--- src/rtl/instr_stream_loader.sv ---
// instr_stream_loader: buffers a host-written program and replays it into the CPU load interface (optional LOADER_CHECKSUM_EN adds cpu_sum)
module instr_stream_loader #(
  parameter int DEPTH      = 16,
  parameter int AW         = 4,
  parameter int RST_CYCLES = 1
) (
  input  logic          clk,
  input  logic          Reset,
  input  logic          wr_en,
  input  logic [31:0]   wr_data,
  input  logic          clear,
  input  logic          start,
  output logic          full,
  output logic [AW:0]   count,
  output logic          busy,
  output logic          done,
  output logic          cpu_reset,
  output logic          cpu_load,
  output logic [31:0]   cpu_instr
`ifdef LOADER_CHECKSUM_EN
  ,
  output logic [31:0]   cpu_sum
`endif
);
  localparam int PW = $clog2(RST_CYCLES + 1) + 1;
  typedef enum logic [2:0] {FILL, PRE, LOAD, POST, DONE} state_t;
  state_t         state_q, state_d;
  logic [AW:0]    count_q, count_d, rd_ptr_q, rd_ptr_d;
  logic [PW-1:0]  post_q, post_d;
  logic           cpu_reset_q, cpu_reset_d, cpu_load_q, cpu_load_d, wr_acc;
  logic [31:0]    cpu_instr_q, cpu_instr_d, word;
  logic [31:0]    mem_q [DEPTH];
  assign full      = count_q == (AW+1)'(DEPTH);
  assign count     = count_q;
  assign busy      = state_q == PRE || state_q == LOAD || state_q == POST;
  assign done      = state_q == DONE;
  assign cpu_reset = cpu_reset_q;
  assign cpu_load  = cpu_load_q;
  assign cpu_instr = cpu_instr_q;
  assign word      = mem_q[rd_ptr_q[AW-1:0]];
  // Next-state: host commands in FILL/DONE, fixed PRE/LOAD/POST sequence otherwise; cpu_* are registered from the next state
  always_comb begin
    state_d  = state_q;
    count_d  = count_q;
    rd_ptr_d = rd_ptr_q;
    post_d   = post_q;
    wr_acc   = 1'b0;
    case (state_q)
      FILL: begin
        wr_acc  = wr_en && !full && !clear;
        count_d = clear ? '0 : count_q + (AW+1)'(wr_acc);
        state_d = (!clear && start && count_d != '0) ? PRE : FILL;
      end
      PRE:  state_d = LOAD;
      LOAD: begin
        state_d = (rd_ptr_q == count_q) ? POST : LOAD;
        post_d  = PW'(RST_CYCLES - 1);
      end
      POST: begin
        state_d = (post_q == '0) ? DONE : POST;
        post_d  = post_q - PW'(1);
      end
      DONE: begin
        count_d = clear ? '0 : count_q;
        state_d = clear ? FILL : start ? PRE : DONE;
      end
      default: state_d = FILL;
    endcase
    rd_ptr_d    = state_d == PRE ? '0 : state_d == LOAD ? rd_ptr_q + (AW+1)'(1) : rd_ptr_d;
    cpu_reset_d = state_d == PRE || state_d == POST;
    cpu_load_d  = state_d == LOAD;
    cpu_instr_d = cpu_load_d ? word : '0;
  end
  // State and registered CPU-side outputs
  always_ff @(posedge clk) begin
    if (Reset) begin
      state_q     <= FILL;
      count_q     <= '0;
      rd_ptr_q    <= '0;
      post_q      <= '0;
      cpu_reset_q <= 1'b1;
      cpu_load_q  <= 1'b0;
      cpu_instr_q <= '0;
    end else begin
      state_q     <= state_d;
      count_q     <= count_d;
      rd_ptr_q    <= rd_ptr_d;
      post_q      <= post_d;
      cpu_reset_q <= cpu_reset_d;
      cpu_load_q  <= cpu_load_d;
      cpu_instr_q <= cpu_instr_d;
    end
  end
  // Program buffer; not cleared by Reset
  always_ff @(posedge clk) begin
    if (wr_acc && !Reset) mem_q[count_q[AW-1:0]] <= wr_data;
  end
`ifdef LOADER_CHECKSUM_EN
  logic [31:0] sum_q, sum_d;
  assign cpu_sum = sum_q;
  assign sum_d   = state_d == PRE ? '0 : state_d == LOAD ? sum_q + word : sum_q;
  // Running checksum of the words streamed with cpu_load high
  always_ff @(posedge clk) begin
    if (Reset) sum_q <= '0;
    else sum_q <= sum_d;
  end
`endif
endmodule

--- config.mk ---
export PLATFORM = sky130hd
export DESIGN_NAME = instr_stream_loader
export DESIGN_NICKNAME = d
export VERILOG_FILES = /design/src/rtl/instr_stream_loader.sv
export SDC_FILE = /design/constraint.sdc
export NUM_CORES = 1
export LEC_CHECK = 0
export BUFFER_PORTS_ARGS = -buffer_cell sky130_fd_sc_hd__buf_2
export CORE_UTILIZATION = 64
export CTS_BUF_LIST = sky130_fd_sc_hd__clkbuf_4
export DETAILED_ROUTE_END_ITERATION = 8
export HOLD_SLACK_MARGIN = 0.15
export PLACE_DENSITY = 0.91
export SKIP_CTS_REPAIR_TIMING = 1
export SLEW_MARGIN = 15
export SYNTH_ARGS = -nofsm -noshare
export SYNTH_HDL_FRONTEND = slang
export SYNTH_SLANG_ARGS = --single-unit
--- constraint.sdc ---
create_clock -name clk -period 5 [get_ports clk]
set_input_delay 0.5 -clock clk [delete_from_list [all_inputs] [get_ports clk]]
set_output_delay 0.5 -clock clk [all_outputs]
set_load 0.1 [all_outputs]
# Yosys cells after proc, flatten, opt, wreduce, memory -nomap -nowiden
# Memories as Yosys holds them, arrays and structs flattened. A register that Yosys moved wholly into a read port is not among the register bits.
# Index checks and enable logic that the tools add are counted.
# totals
inputBits	37
ramBits	512
register_bits	17
out_inout_bits	42
n_memories	1
word_cells	53
# op_classes
n_mux	13
reduce_logical	19
n_addsub	3
bitwise	1
eq_ne	10
# mem_list
name	words	width	read_ports	rd_ports_with_merged_regs	write_ports	line_no	source
mem_q	16	32	1	1	1	32	logic [31:0] mem_q [DEPTH];
# ops
operator	count
$pmux 3 s5	1
$eq 3x2->1 const B	4
$mux 5	2
$pmux 5 s2	1
$mux 3	3
$eq 3x1->1 const B	2
$add 5x1->5	1
$add 5x1->5 const B	1
$eq 5x5->1	1
$eq 5x5->1 const B	1
$logic_and 1x1->1	5
$mux 1	5
$reduce_bool 5->1	1
$pmux 2 s2	1
$reduce_bool 2->1	2
$reduce_or 2->1	2
$eq 3x3->1 const B	1
$logic_not 1->1	3
$logic_not 3->1	1
$logic_or 1x1->1	3
$logic_not 2->1	1
$ne 2x2->1 const B	1
$reduce_and 2->1	1
$sub 2x1->2 const B	1
$not 1->1	1

# Longest topological paths before layout
# logic_depth
depth_word	13
ltp_mapped	11
ltp_nobuf	10

# Worst setup path before layout
# OpenSTA, ideal clock, no wires.
# synth_timing
path_type	register -> register
start	reg count_q[2], in the netlist count[2]
end	reg rd_ptr_q[3]
t_arrival_ns	4.791
stages_incl_launch_ff	12
required_time_ns	4.926
setup_time_ns	0.074
setup_slack_ns	0.135
period_less_slack_ns	4.865
cell_sequence	dfxtp_1 clkbuf_1 nor2_1 nand2_1 nor3_1 nor2_1 ha_1 ha_1 xnor2_1 o211ai_1 o41a_1 a31oi_1
# synth_between
elab_chain_cells	12
word_cells_on_any_way	15
classes_between	add/sub: 1; eq/ne: 4; mux: 4; reduce/logical: 6
# synth_lines
item	line_no	source
from (decl)	28	logic [AW:0] count_q, count_d, rd_ptr_q, rd_ptr_d;
from (signal assigned)	86	count_q <= count_d;
$eq 5x5->1 (*)	33	assign full = count_q == (AW+1)'(DEPTH);
via full	13	output logic full,
$logic_not 1->1 (*)	50	wr_acc = wr_en && !full && !clear;
$logic_and 1x1->1 (*) (2 in series)	50	
$add 5x1->5 (*)	51	count_d = clear ? '0 : count_q + (AW+1)'(wr_acc);
$mux 5 (*)	51	
$reduce_bool 5->1 (*)	52	state_d = (!clear && start && count_d != '0) ? PRE : FILL;
$logic_and 1x1->1 (*)	52	
$mux 1 (*)	52	
$pmux 3 s5 (*)	48	case (state_q)
$eq 3x1->1	69	rd_ptr_d = state_d == PRE ? '0 : state_d == LOAD ? rd_ptr_q + (AW+1)'(1) : rd_ptr_d;
$reduce_or 2->1 (no source line)	--	
to (signal assigned)	87	rd_ptr_q <= rd_ptr_d;
to (decl)	28	
# The timed path passes the listed nets; every way through them passes the cells marked *.
# A chain may end at the register's enable or synchronous reset.

# Final worst setup path
# layout_timing
start	reg state_q[1]
end	mem mem_q[9][27] (enable)
# layout_between
elab_chain_cells	5
# layout_lines
item	line_no	source
from (decl)	27	state_t state_q, state_d;
from (signal assigned)	85	state_q <= state_d;
$logic_not 3->1	48	
$mux 1	48	
$logic_and 1x1->1	96	if (wr_acc && !Reset) mem_q[count_q[AW-1:0]] <= wr_data;
$mux 1	96	
$mux 1 (not written as such)	96	
to (decl)	32	
# Every way passes these cells.

==> summary.md <==
| Metric | Value |
|---|---|
| Status | `completed` |
| Dpl ws | `1.59 ns` |
| TNS Setup | `0 ns` |
| WS Path Type | `register to register` |
| Via density | `about 6.7` |
| Crit-path max FO | `21` |
| RSZ-0062 raised after global routing | `false` |
| Synth Area in Adders | `0.238%` |
| Most frequent cells in the layout | `512 x edfxtp_1, 215 x clkbuf_4, 128 x mux4_2` |
| Row cnt | `65` |
| DR top layer | `met4` |
| H-tree depth | `4` |
| Post-synthesis mux area share | `13.7%` |
| DIE AREA | `33500 µm²` |
| Slew Viols, Final | `0` |
| Nets | `1228` |
| Setup crit start | `state_q[1]` |
| Count of warnings emitted by yosys | `0` |
| Skew-Pair Late Insertion Delay | `0.82 ns` |
| XOR/XNOR Fraction of Synth Area | `0.411%` |
| Clock skew | `between 0.04 and 0.05 ns` |
| Synth-to-Final Area Change | `15.1%` |
| CP peak stage delay | `0.85 ns` |
| Initial antenna violation count | `1` |
| Avg Inst Size Synth | `21.6 µm²` |
| Crit path buffers/inverters | `1` |
| Clk buf depth | `3` |
| Least-Margin Pin Slew | `~1.2 ns` |
| Via count | `~12000` |
| Global-route wire length before repair | `between 70000 and 80000 µm` |
| CTS sink count | `561` |
| Period minus WS final | `3.34 ns` |
| DR pass1 iterations | `6` |
| CP Cell Sequence | `nor2_1 > nor4b_2 > nand3b_1 > nor2_4 > buf_4` |
| DRC | `0` |
| Fmax | `299 MHz` |
| Max VDD drop | `0.297 mV` |
| Main synth FF type | `edfxtp_1` |
| Final-report setup violation count | `0` |
| Wire length on met2 | `25900 µm` |
| Max-slew headroom | `18.0%` |
| Routability congestion estimate | `between 0.8 and 0.9` |
| Wire length per cell | `between 20 and 30 µm` |
| Post-synthesis compound-gate area fraction | `4.30%` |
| Worst setup EP type | `register` |
| Root Driver | `clkbuf_4` |
| Gate Count Post-Synth | `973` |
| Fraction of layout cells with a size suffix above 1 | `37.3%` |
| Gr ovfl total | `0` |
| Detailed-route wire length | `50300 µm` |
| Seq/Total Area, Yosys | `~78%` |
| Routed Antenna Nets | `0` |
| HP Class | `input pin to register` |
| Hold_ws | `between 0.4 and 0.5 ns` |
| Port bufs | `78` |
| Syn Nets | `1014` |
| Final worst setup slack | `1.66 ns` |
| Die Ht | `around 180 µm` |
| Reg-to-Reg Start | `state_q[1]` |
| Post-Synth Simple-Gate Area | `1.79%` |
| Pleak | `a little under 8 nW` |
| Initial Util | `65.9%` |
| PD cells | `406 nW/µm²` |
| M1 WL | `around 17000 µm` |
| R2R setup slack | `1.66 ns` |
| Main combinational cell family by area after synthesis | `multiplexers` |
| Synth unique cells | `45` |
| Gr usage total | `29.6%` |
| DP Wirelength | `24500 µm` |
| Initial DRC Count | `1539` |
| Die Width | `183 µm` |
| Delay-heaviest family, CP | `simple AND/OR/NAND/NOR gates` |
| Worst-path clk slew | `about 0.070 ns` |
| Final-report hold violation count | `0` |
| Placeable Area | `31900 µm²` |
| Arr. time, crit path | `3.81 ns` |
| Metal3 WL | `4570 µm` |
| CP startpoint kind | `register` |
| Share of flip-flops with an asynchronous set or reset | `0%` |
| Num ports | `79` |
| Synthesized area | `roughly 21000 µm²` |
| Max-Cap Viols | `0` |
| Hold_sp | `wr_en` |
| CP required | `5.46 ns` |
| Commonest non-fill, non-tap cell in the layout | `edfxtp_1` |
| Slowest-stage cell, CP | `nor2_4` |
| Vias in the first global route | `11600` |
| Number of flops mapped to enable cells by yosys | `512` |
| Synth Register Bits | `561` |
| Largest net degree at the start of global routing | `55` |
| CTS tree | `built` |
| Cts bufs inserted | `139` |
| Period utilisation layout | `66.8%` |
stage by stage:
step,util (%),total power [mW],area (µm²),std cells
after floorplan,-,5.69,21000,973
after global placement,68.7,5.80,21900,1445
after detailed placement,68.7,5.82,21900,1445
after CTS,74.6,9.79,23800,1698
after global routing,75.8,10.1,24200,1735
final,75.8,9.82,24200,1735
state kept, by name, summed over array words and instances (netlist names):
signal and flops:
mem_q 512, cpu_instr 32, count 5, rd_ptr_q 5
state_q 3, post_q 2, cpu_load 1, cpu_reset 1
where the power goes:
group / total [mW] / switching [mW] / internal, mW / leakage, nW
Combinational: 0.586 / 0.320 / 0.266 / 1.74
Clock: 4.06 / 1.89 / 2.17 / 1.12
Sequential: 5.17 / 0.0435 / 5.13 / 5.00
Total: 9.82 / 2.25 / 7.57 / 7.87
cell usage after synthesis, types with 5 or more instances:
master | number | share of area (%)
buf_2 | 22 | 0.52
nand2_1 | 5 | 0.089
clkbuf_1 | 23 | 0.41
mux4_2 | 128 | 14
xnor2_1 | 6 | 0.25
a21oi_1 | 42 | 1.0
nand2b_1 | 6 | 0.18
nor3_1 | 9 | 0.21
nand3b_1 | 5 | 0.18
nor2_1 | 30 | 0.54
dfxtp_1 | 49 | 4.7
nand3_1 | 6 | 0.14
a31oi_1 | 8 | 0.24
edfxtp_1 | 512 | 73
buf_6 | 9 | 0.48
a22oi_1 | 67 | 2.4
cell type report:
class,count,area [µm²]
sequential,561,16400
fill,1624,7720
multi-input combinational,348,4450
clock buffer,215,1610
timing repair buffer,131,908
tap,435,544
clock inverter,38,263
inverter,6,22.5
antenna,1,2.50
layer usage:
layer,global-route usage [%],up-vias
li1,-,4637
met1,37.2,5839
met2,49.2,886
met3,7.68,186
met4,13.3,0
met5,0,-
kinds of logic after synthesis:
group / after synthesis
flip-flops: 561
AO/OA/AOI/OAI: 134
multiplexers: 128
AND/OR/NAND/NOR: 73
buffers and inverters: 64
XOR/XNOR: 9
adder cells (fa/ha/maj): 4
worst reg2reg max path: stages, from the launching register on:
cell and delay (ns):
dfxtp_1 0.44, nor2_1 0.36, nor4b_2 0.51, nand3b_1 0.43, nor2_4 0.85, buf_4 0.41
final timing paths:
path,depth (start not counted),to
worst min-delay path,6,count[0]
worst max-delay path,5,mem_q[9][27]
worst max register to register,5,mem_q[9][27]
worst min register to register,2,post_q[0]
No activity file was read; power rests on OpenSTA's default activity.
